## config.mk

```make
export PLATFORM = sky130hd
export DESIGN_NAME = stopwatch_lap_timer_flat
export DESIGN_NICKNAME = d
export VERILOG_FILES = /design/src/rtl/stopwatch_lap_timer_if.sv /design/src/rtl/stopwatch_lap_timer.sv /design/src/flat_wrapper.sv
export SDC_FILE = /design/constraint.sdc
export NUM_CORES = 1
export LEC_CHECK = 0
export BUFFER_PORTS_ARGS = -buffer_cell sky130_fd_sc_hd__buf_2
export CORE_MARGIN = 5
export CORE_UTILIZATION = 55
export DETAILED_ROUTE_END_ITERATION = 16
export PLACE_DENSITY = 0.91
export SYNTH_ARGS = -nofsm -noshare
export SYNTH_HDL_FRONTEND = slang
export SYNTH_SLANG_ARGS = --single-unit
```

## constraint.sdc

```tcl
create_clock -name clk -period 4.2 [get_ports clk]
set_input_delay 0.42 -clock clk [delete_from_list [all_inputs] [get_ports clk]]
set_output_delay 0.42 -clock clk [all_outputs]
set_load 0.05 [all_outputs]
```

## src/rtl/stopwatch_lap_timer_if.sv

```systemverilog
// Button/preset inputs and time/lap/status outputs of the stopwatch lap timer.
// master drives the buttons and presets; slave is the timer itself.
interface stopwatch_lap_timer_if #(
  parameter int unsigned MIN_W     = 8,
  parameter int unsigned LAP_CNT_W = 4
);
  logic                 start;
  logic                 stop;
  logic                 reset;
  logic                 lap;
  logic                 mode;
  logic                 load;
  logic [MIN_W-1:0]     load_min;
  logic [5:0]           load_sec;
  logic [MIN_W-1:0]     minutes;
  logic [5:0]           seconds;
  logic [MIN_W-1:0]     lap_min;
  logic [5:0]           lap_sec;
  logic [LAP_CNT_W-1:0] lap_count;
  logic                 lap_valid;
  logic                 expired;
  logic [1:0]           status;

  modport master (
    output start, stop, reset, lap, mode, load, load_min, load_sec,
    input  minutes, seconds, lap_min, lap_sec, lap_count, lap_valid, expired, status
  );

  modport slave (
    input  start, stop, reset, lap, mode, load, load_min, load_sec,
    output minutes, seconds, lap_min, lap_sec, lap_count, lap_valid, expired, status
  );
endinterface

```

## src/rtl/stopwatch_lap_timer.sv

```systemverilog
// min:sec stopwatch with tick prescaler, up/down counting, preset load, lap capture and
// terminal detection. All outputs come straight from registers.
module stopwatch_lap_timer #(
  parameter int unsigned TICK_DIV  = 100,
  parameter int unsigned MIN_W     = 8,
  parameter int unsigned MAX_MIN   = 99,
  parameter int unsigned LAP_CNT_W = 4
) (
  input logic                  clk,
  input logic                  rst_n,
  stopwatch_lap_timer_if.slave sw_io
);
  localparam int unsigned      PW        = (TICK_DIV > 1) ? $clog2(TICK_DIV) : 1;
  localparam logic [PW-1:0]    PrescLast = PW'(TICK_DIV - 1);
  localparam logic [MIN_W-1:0] MaxMin    = MIN_W'(MAX_MIN);
  localparam logic [5:0]       SecLast   = 6'd59;

  typedef enum logic [1:0] {
    StIdle  = 2'b00,
    StRun   = 2'b01,
    StPause = 2'b10,
    StDone  = 2'b11
  } state_e;

  state_e               state_q;
  logic [PW-1:0]        presc_q;
  logic                 mode_q;
  logic [MIN_W-1:0]     min_q, lap_min_q;
  logic [5:0]           sec_q, lap_sec_q;
  logic [LAP_CNT_W-1:0] lap_cnt_q;
  logic                 lap_valid_q, expired_q;

  logic [MIN_W-1:0] step_min, ld_min;
  logic [5:0]       step_sec, ld_sec;
  logic             tick, step_term, start_blocked, lap_ok;

  // Time value one tick later in the latched direction.
  always_comb begin
    step_min = min_q;
    step_sec = sec_q;
    if (mode_q) begin
      if (sec_q == 6'd0) begin
        step_sec = SecLast;
        step_min = min_q - 1'b1;
      end else begin
        step_sec = sec_q - 6'd1;
      end
    end else begin
      if (sec_q == SecLast) begin
        step_sec = 6'd0;
        step_min = min_q + 1'b1;
      end else begin
        step_sec = sec_q + 6'd1;
      end
    end
  end

  assign tick      = (presc_q == PrescLast);
  assign step_term = mode_q ? (step_min == '0 && step_sec == '0)
                            : (step_min == MaxMin && step_sec == SecLast);
  // Starting from the terminal value of the requested direction would expire at once.
  assign start_blocked = sw_io.mode ? (min_q == '0 && sec_q == '0)
                                    : (min_q == MaxMin && sec_q == SecLast);
  assign ld_min = (sw_io.load_min > MaxMin) ? MaxMin : sw_io.load_min;
  assign ld_sec = (sw_io.load_sec > SecLast) ? SecLast : sw_io.load_sec;
  assign lap_ok = sw_io.lap && !sw_io.reset && !sw_io.load &&
                  (state_q == StRun || state_q == StPause);

  always_ff @(posedge clk or negedge rst_n) begin
    if (!rst_n) begin
      state_q     <= StIdle;
      presc_q     <= '0;
      mode_q      <= 1'b0;
      min_q       <= '0;
      sec_q       <= '0;
      lap_min_q   <= '0;
      lap_sec_q   <= '0;
      lap_cnt_q   <= '0;
      lap_valid_q <= 1'b0;
      expired_q   <= 1'b0;
    end else begin
      lap_valid_q <= 1'b0;
      expired_q   <= 1'b0;
      if (lap_ok) begin
        lap_min_q   <= min_q;
        lap_sec_q   <= sec_q;
        lap_valid_q <= 1'b1;
        if (lap_cnt_q != '1) lap_cnt_q <= lap_cnt_q + 1'b1;
      end

      if (sw_io.reset) begin
        state_q   <= StIdle;
        presc_q   <= '0;
        min_q     <= '0;
        sec_q     <= '0;
        lap_min_q <= '0;
        lap_sec_q <= '0;
        lap_cnt_q <= '0;
      end else if (sw_io.load && state_q != StRun) begin
        min_q   <= ld_min;
        sec_q   <= ld_sec;
        presc_q <= '0;
        if (state_q == StDone) state_q <= StIdle;
      end else if (sw_io.stop && state_q == StRun) begin
        state_q <= StPause;
      end else if (sw_io.start && (state_q == StIdle || state_q == StPause) &&
                   !start_blocked) begin
        state_q <= StRun;
        mode_q  <= sw_io.mode;
      end else if (state_q == StRun) begin
        if (tick) begin
          presc_q <= '0;
          min_q   <= step_min;
          sec_q   <= step_sec;
          if (step_term) begin
            state_q   <= StDone;
            expired_q <= 1'b1;
          end
        end else begin
          presc_q <= presc_q + 1'b1;
        end
      end
    end
  end

  assign sw_io.minutes   = min_q;
  assign sw_io.seconds   = sec_q;
  assign sw_io.lap_min   = lap_min_q;
  assign sw_io.lap_sec   = lap_sec_q;
  assign sw_io.lap_count = lap_cnt_q;
  assign sw_io.lap_valid = lap_valid_q;
  assign sw_io.expired   = expired_q;
  assign sw_io.status    = state_q;
endmodule

```

## src/flat_wrapper.sv

```systemverilog
// flat-port wrapper written by rule: the top's interface ports become plain ports
module stopwatch_lap_timer_flat 
#(
  parameter int unsigned TICK_DIV  = 100,
  parameter int unsigned MIN_W     = 8,
  parameter int unsigned MAX_MIN   = 99,
  parameter int unsigned LAP_CNT_W = 4
)
  (clk, rst_n, sw_io_start, sw_io_stop, sw_io_reset, sw_io_lap, sw_io_mode, sw_io_load, sw_io_load_min, sw_io_load_sec, sw_io_minutes, sw_io_seconds, sw_io_lap_min, sw_io_lap_sec, sw_io_lap_count, sw_io_lap_valid, sw_io_expired, sw_io_status);
  stopwatch_lap_timer_if #(.MIN_W(MIN_W), .LAP_CNT_W(LAP_CNT_W)) sw_io_i ();
  input logic clk;
  input logic rst_n;
  input wire logic [$bits(sw_io_i.start)-1:0] sw_io_start;
  input wire logic [$bits(sw_io_i.stop)-1:0] sw_io_stop;
  input wire logic [$bits(sw_io_i.reset)-1:0] sw_io_reset;
  input wire logic [$bits(sw_io_i.lap)-1:0] sw_io_lap;
  input wire logic [$bits(sw_io_i.mode)-1:0] sw_io_mode;
  input wire logic [$bits(sw_io_i.load)-1:0] sw_io_load;
  input wire logic [$bits(sw_io_i.load_min)-1:0] sw_io_load_min;
  input wire logic [$bits(sw_io_i.load_sec)-1:0] sw_io_load_sec;
  output wire logic [$bits(sw_io_i.minutes)-1:0] sw_io_minutes;
  output wire logic [$bits(sw_io_i.seconds)-1:0] sw_io_seconds;
  output wire logic [$bits(sw_io_i.lap_min)-1:0] sw_io_lap_min;
  output wire logic [$bits(sw_io_i.lap_sec)-1:0] sw_io_lap_sec;
  output wire logic [$bits(sw_io_i.lap_count)-1:0] sw_io_lap_count;
  output wire logic [$bits(sw_io_i.lap_valid)-1:0] sw_io_lap_valid;
  output wire logic [$bits(sw_io_i.expired)-1:0] sw_io_expired;
  output wire logic [$bits(sw_io_i.status)-1:0] sw_io_status;
  assign sw_io_i.start = sw_io_start;
  assign sw_io_i.stop = sw_io_stop;
  assign sw_io_i.reset = sw_io_reset;
  assign sw_io_i.lap = sw_io_lap;
  assign sw_io_i.mode = sw_io_mode;
  assign sw_io_i.load = sw_io_load;
  assign sw_io_i.load_min = sw_io_load_min;
  assign sw_io_i.load_sec = sw_io_load_sec;
  assign sw_io_minutes = sw_io_i.minutes;
  assign sw_io_seconds = sw_io_i.seconds;
  assign sw_io_lap_min = sw_io_i.lap_min;
  assign sw_io_lap_sec = sw_io_i.lap_sec;
  assign sw_io_lap_count = sw_io_i.lap_count;
  assign sw_io_lap_valid = sw_io_i.lap_valid;
  assign sw_io_expired = sw_io_i.expired;
  assign sw_io_status = sw_io_i.status;
  stopwatch_lap_timer #(.TICK_DIV(TICK_DIV), .MIN_W(MIN_W), .MAX_MIN(MAX_MIN), .LAP_CNT_W(LAP_CNT_W)) u_core (.clk(clk), .rst_n(rst_n), .sw_io(sw_io_i));
endmodule
```

==> Yosys cells after proc, flatten, opt, wreduce, memory -nomap -nowiden <==
Index checks and enable logic that the tools add are counted.
{ "totals": {"inputBits": 22, "output_inout_bits": 36, "register_bits": 44, "elab_cells": 118} }
{ "classes": {"order_cmp": 2, "addsub": 6, "eq_ne": 13, "bitwise_logic": 3, "mux": 51, "reduce_logical": 33} }
{ "op_table": {"columns": ["cell", "count"], "rows": [
  ["2-to-1 mux 8 bit", 12],
  ["2-to-1 mux 6 bit", 12],
  ["2-to-1 mux 7 bit", 6],
  ["== test 8 x 7 -> 1 bit (second input constant)", 2],
  ["logical NOT 8 bit", 2],
  ["2-to-1 mux 2 bit", 8],
  ["nonzero test 5 bit", 3],
  ["== test 6 bit (second input constant)", 2],
  ["logical NOT 6 bit", 2],
  ["2-to-1 mux 4 bit", 3],
  ["AND reduction 4 bit", 3],
  ["logical AND 1 bit", 11],
  ["2-to-1 mux 1 bit", 10],
  ["adder 8 x 1 -> 8 bit (second input constant)", 1],
  ["> comparator 8 x 7 -> 1 bit (second input constant)", 1],
  ["subtractor 8 x 1 -> 8 bit (second input constant)", 1],
  ["adder 7 x 1 -> 7 bit (second input constant)", 1],
  ["== test 7 bit (second input constant)", 1],
  ["adder 6 x 1 -> 6 bit (second input constant)", 1],
  ["> comparator 6 bit (second input constant)", 1],
  ["inequality test 3 x 2 -> 1 bit (second input constant)", 2],
  ["nonzero test 3 bit", 2],
  ["subtractor 6 x 1 -> 6 bit (second input constant)", 1],
  ["adder 4 x 1 -> 4 bit (second input constant)", 1],
  ["other kinds (12)", 19]
]} }

==> Longest topological paths before layout <==
{ "depth": {"ltp_word": 13, "mapped_depth": 13, "mapped_depth_nobuf": 10} }

==> Worst setup path before layout <==
Ideal clock, no wire load.
{ "synth_timing": {"kind": "register to register", "from": "register u_core.sec_q[0] (netlist: u_core.sw_io.seconds[0])", "to": "register u_core.expired_q (netlist: u_core.sw_io.expired)", "setup_slack_ns": 1.002, "t_required_ns": 4.078, "stages_incl_launch_ff": 11, "arrival_ns": 3.077, "setup_time_ns": 0.122, "period_less_slack_ns": 3.198, "path_buffers": 2, "path_cell_list": "dfrtp_1 > clkbuf_1 > inv_1 > ha_1 > nor2b_1 > clkbuf_1 > a2111oi_0 > or4b_1 > nor4b_1 > or4b_1 > a2111oi_1"} }
{ "synth_via": {"elab_chain_len": 13, "elab_cells_between_ends": 29, "cone_classes": "2 x add/sub; 3 x eq/ne; 15 x mux; 9 x reduce/logical"} }
{ "synth_lines": {"columns": ["element", "line", "text"], "rows": [
  ["start, declared", "stopwatch_lap_timer.sv:29", "logic [5:0] sec_q, lap_sec_q;"],
  ["start signal, assigned", "stopwatch_lap_timer.sv:101", "sec_q <= ld_sec;"],
  ["start signal, assigned", "stopwatch_lap_timer.sv:114", "sec_q <= step_sec;"],
  ["adder 6 x 1 -> 6 bit (tied with other cells)", "stopwatch_lap_timer.sv:53", "step_sec = sec_q + 6'd1;"],
  ["2-to-1 mux 6 bit (tied with other cells)", "stopwatch_lap_timer.sv:49", "if (sec_q == SecLast) begin"],
  ["2-to-1 mux 6 bit / 2-to-1 mux 8 bit (equally long branches)", "stopwatch_lap_timer.sv:41", "if (mode_q) begin"],
  ["== test 6 bit (tied with other cells)", "stopwatch_lap_timer.sv:60", ": (step_min == MaxMin && step_sec == SecLast);"],
  ["logical AND 1 bit, on equally long branches", "stopwatch_lap_timer.sv:60, stopwatch_lap_timer.sv:59", null],
  ["2-to-1 mux 1 bit", "stopwatch_lap_timer.sv:59", "assign step_term = mode_q ? (step_min == '0 && step_sec == '0)"],
  ["2-to-1 mux 1 bit", "stopwatch_lap_timer.sv:115", "if (step_term) begin"],
  ["2-to-1 mux 1 bit", "stopwatch_lap_timer.sv:111", "if (tick) begin"],
  ["2-to-1 mux 1 bit", "stopwatch_lap_timer.sv:110", "end else if (state_q == StRun) begin"],
  ["2-to-1 mux 1 bit *", "stopwatch_lap_timer.sv:106", "end else if (sw_io.start && (state_q == StIdle || state_q == StPause) &&"],
  ["2-to-1 mux 1 bit *", "stopwatch_lap_timer.sv:104", "end else if (sw_io.stop && state_q == StRun) begin"],
  ["2-to-1 mux 1 bit *", "stopwatch_lap_timer.sv:99", "end else if (sw_io.load && state_q != StRun) begin"],
  ["2-to-1 mux 1 bit *", "stopwatch_lap_timer.sv:91", "if (sw_io.reset) begin"],
  ["end signal, assigned", "stopwatch_lap_timer.sv:80", "expired_q <= 1'b0;"],
  ["end signal, assigned", "stopwatch_lap_timer.sv:83", "expired_q <= 1'b0;"],
  ["end signal, assigned", "stopwatch_lap_timer.sv:117", "expired_q <= 1'b1;"],
  ["end, declared", "stopwatch_lap_timer.sv:31", "logic lap_valid_q, expired_q;"]
]} }
Mark *: on every way between the ends. The rest lies on a longest branch, timed or not.
A chain may end at the register's enable or synchronous reset.

==> Worst setup path after layout <==
{ "layout_timing": {"from": "register u_core.sec_q[0] (netlist: u_core.sw_io.seconds[0])", "to": "register u_core.min_q[4] (netlist: u_core.sw_io.minutes[4])"} }
{ "layout_via": {"elab_chain_len": 9, "elab_cells_between_ends": 18, "cone_classes": "2 x eq/ne; 10 x mux; 6 x reduce/logical"} }
{ "layout_lines": {"columns": ["element", "line", "text"], "rows": [
  ["== test 6 bit / logical NOT 6 bit (equally long branches)", null, null],
  ["2-to-1 mux 8 bit, on equally long branches", "stopwatch_lap_timer.sv:49, stopwatch_lap_timer.sv:42", null],
  ["2-to-1 mux 8 bit", "stopwatch_lap_timer.sv:41", null],
  ["2-to-1 mux 8 bit", "stopwatch_lap_timer.sv:111", null],
  ["2-to-1 mux 8 bit", "stopwatch_lap_timer.sv:110", null],
  ["2-to-1 mux 8 bit", "stopwatch_lap_timer.sv:106", null],
  ["2-to-1 mux 8 bit", "stopwatch_lap_timer.sv:104", null],
  ["2-to-1 mux 8 bit", "stopwatch_lap_timer.sv:99", null],
  ["2-to-1 mux 8 bit", "stopwatch_lap_timer.sv:91", null],
  ["end signal, assigned", "stopwatch_lap_timer.sv:100", "min_q <= ld_min;"],
  ["end signal, assigned", "stopwatch_lap_timer.sv:113", "min_q <= step_min;"],
  ["end, declared", "stopwatch_lap_timer.sv:28", "logic [MIN_W-1:0] min_q, lap_min_q;"]
]} }
Parallel ways exist; a longest one is shown, timed or not. The select of a mux whose other input is x is not followed.

==> run metrics <==
IO Port Bufs=57; Max-slew headroom=a little over a third; cts hold-fix bufs=0; Final Wtd Congestion=around 1; Vias=~3000; worst reg-to-reg setup slack=920 ps; CP endpoint=u_core.sw_io.minutes[4]; RSZ-0062 raised after global routing=no; Chip Height=about 84 um; P per Cell Area=approximately 390 nW/um2; CP max-delay cell=dfrtp_1; DR pass1 iterations=6; critical path fanouts, max=23; cells taking the most area after synthesis=dfrtp_1 (36%), nand2_1 (5.8%), o21ai_0 (5.3%); DRC=0; vias per cell=about 6.3; CTS Buf Count=5; row cnt=27; placed cells=~470; Die X-Extent=roughly 84 um; Synth cell types=60; setup violators final=0; Pleak=roughly 0.0016 uW; outcome=complete, no violations; Fin Setup TNS=0 ps; area delta synth->final=13.0%; critical-path cell list=inv_1 > ha_1 > nor2b_1 > nand4b_1 > a2111o_1 > a211oi_4 > a21oi_2 > a21oi_1 > o32ai_1; WP data arrival=approximately 3400 ps; maximum VDD drop=around 0.27 mV; CTS Buffer Depth=2; Critical Path Source Type=flop; top post-synthesis cells by count=nand2_1 (47), dfrtp_1 (44), o21ai_0 (32); MaxCap Viol Count=0; FF-to-FF End=u_core.sw_io.minutes[4]; worst reg2reg path depth=9; Critical Path RT=about 4300 ps; ant diodes=0; Hold Crit Class=primary input to asynchronous set/reset pin; Post-synth EDFFs=0; final instance area=between 3000 and 4000 um2; element type at the critical path end=flop; CTS tree=built; Cells after Synth=between 300 and 400; crit path launch=u_core.sw_io.seconds[0]; setup repair bufs after CTS=0; H-tree level count=2; Initial Utilization=a little under three fifths; fin. max-slew vios=0; Yosys top cell area share=between 30% and 40%; first-pass GRT wire length=14100 um; Avg Inst Size Synth=about 8.4 um2; sequential share of the synthesized area=between 30% and 40%; post-route minimum period=approximately 3300 ps; Clock transition at path regs=90 ps; synthesized cell area=about 3000 um2; total grt overflow=0; initial antenna violation count=0; final WL=~8300 um; clk sinks=44; Synth Register Bits=between 40 and 50; GRT Total Usage=around 24%; Final Skew=slightly below 8 ps; Finished Layout Cells=475; CP Class=flop to flop; die area=7090 um2; Max stage delay on crit path=510 ps; core area=roughly 5400 um2; largest net degree at the start of global routing=45; Fmax=between 0.3 and 0.4 GHz; Cell Area, Placed=around 3300 um2; FILL cells=roughly 450; DRT iter0 DRCs=280; Post-Syn Nets=about 390; Clk Tree Root Cell=clkbuf_8; antenna-violating nets left=0; fraction of layout cells with a size suffix above 1=a little under a fifth; DP Wirelength=slightly below 6000 um; Fin. Hold Viols=0; vias in the first global route=between 2000 and 3000; async set-reset flop share out of synthesis=100%; Skew-Pair Late Insertion Delay=300 ps; Tightest Pin Transition=between 900 and 1000 ps; Final Cycle Share=78.0%; cell taking the most area after synthesis=dfrtp_1; routed len/inst=around 18 um; Yosys warnings=0; Layout Nets=around 440; most frequent cell after synthesis=nand2_1; CTS resizes=0; IO Pins=58; RR Startpoint=u_core.sw_io.seconds[0]; Post-synth top flop=dfrtp_1
==> cell type report <==
class	count	area, um2	area share, %
clock inverter	3	46.3	1.35
clock buffer	5	68.8	2.01
tap	72	90.1	2.63
timing repair buffer	59	300	8.78
multi-input combinational	279	1770	51.6
sequential	44	1100	32.2
inverter	13	48.8	1.43
==> kinds of logic (layout without fill, tap and decap cells) <==
| logic type | after synthesis | after routing | share of synthesized area, % |
|---|---|---|---|
| flip-flops | 44 | 44 | 36.4 |
| AND/OR/NAND/NOR | 160 | 160 | 29.0 |
| buffers and inverters | 37 | 80 | 5.45 |
| multiplexers | 3 | 3 | 1.03 |
| adder cells (fa/ha/maj) | 12 | 12 | 4.96 |
| AO/OA/AOI/OAI | 93 | 93 | 20.0 |
| XOR/XNOR | 11 | 11 | 3.18 |
==> worst max-delay path, delay by kind of cell (launching register included) <==
kind	cells	cell delay, ps
compound gates	5	1580
simple gates	2	680
flops	1	510
buf+inv	1	170
fa+ha+maj	1	170
==> layer usage <==
metal | GRT usage (%) | up-vias | wire length (um)
li1 | - | 1384 | -
met1 | 32.3 | 1412 | 3440
met2 | 38.0 | 165 | 4010
met3 | 5.99 | 28 | 662
met4 | 8.77 | 0 | 221
met5 | 0 | - | 0
==> sequential cells by signal, indices dropped and copies added, names as in the netlist <==
register                count
u_core.sw_io.expired        1
u_core.sw_io.lap_sec        6
u_core.sw_io.lap_count      4
u_core.sw_io.status         2
u_core.sw_io.seconds        6
u_core.sw_io.lap_valid      1
u_core.presc_q              7
u_core.mode_q               1
u_core.sw_io.lap_min        8
u_core.sw_io.minutes        8
==> layout by cell type, fill, tap and decap left out, drive strengths merged, types with 4 or more instances in the layout <==
cell	Yosys	final
buf	7	59
nand2	47	47
dfrtp	44	44
o21ai	32	32
a21oi	23	23
nor2	20	20
nand2b	18	18
nand3	16	16
inv	13	14
ha	12	12
nor3	11	11
nand4	9	9
xor2	7	7
o31ai	5	5
a31oi	5	5
clkbuf	17	5
and4b	4	4
nand4b	4	4
o211ai	4	4
xnor2	4	4
nand3b	4	4
==> worst min-delay path by stage <==
stage | slack (ps) | to | cells after the start
6_report | 270 | u_core.sw_io.lap_min[7] | 1
3_5_place_dp | 530 | u_core.sw_io.lap_min[5] | 2
5_1_grt | 370 | u_core.sw_io.lap_min[1] | 1
4_1_cts | 310 | u_core.sw_io.minutes[5] | 1
2_1_floorplan | 120 | u_core.mode_q | 0
3_3_place_gp | 530 | u_core.sw_io.lap_min[0] | 2
==> report_power, final <==
group	total, uW	leakage [uW]	internal, uW	switching, uW
Clock	343	0.0000548	179	163
Sequential	536	0.000599	451	85.0
Combinational	463	0.000898	152	311
Total	1340	0.00155	783	559
==> through the flow <==
step           worst slack [ps]  utilization [%]  total power (uW)  hold slack (ps)
2_1_floorplan              1000                -               874              124
3_3_place_gp               1220             60.8               981              525
3_5_place_dp                992             60.8               992              531
4_1_cts                     967             62.9              1330              312
5_1_grt                     621             62.9              1410              374
6_report                    923             62.9              1340              273
Power figures use the tool's default switching activity.
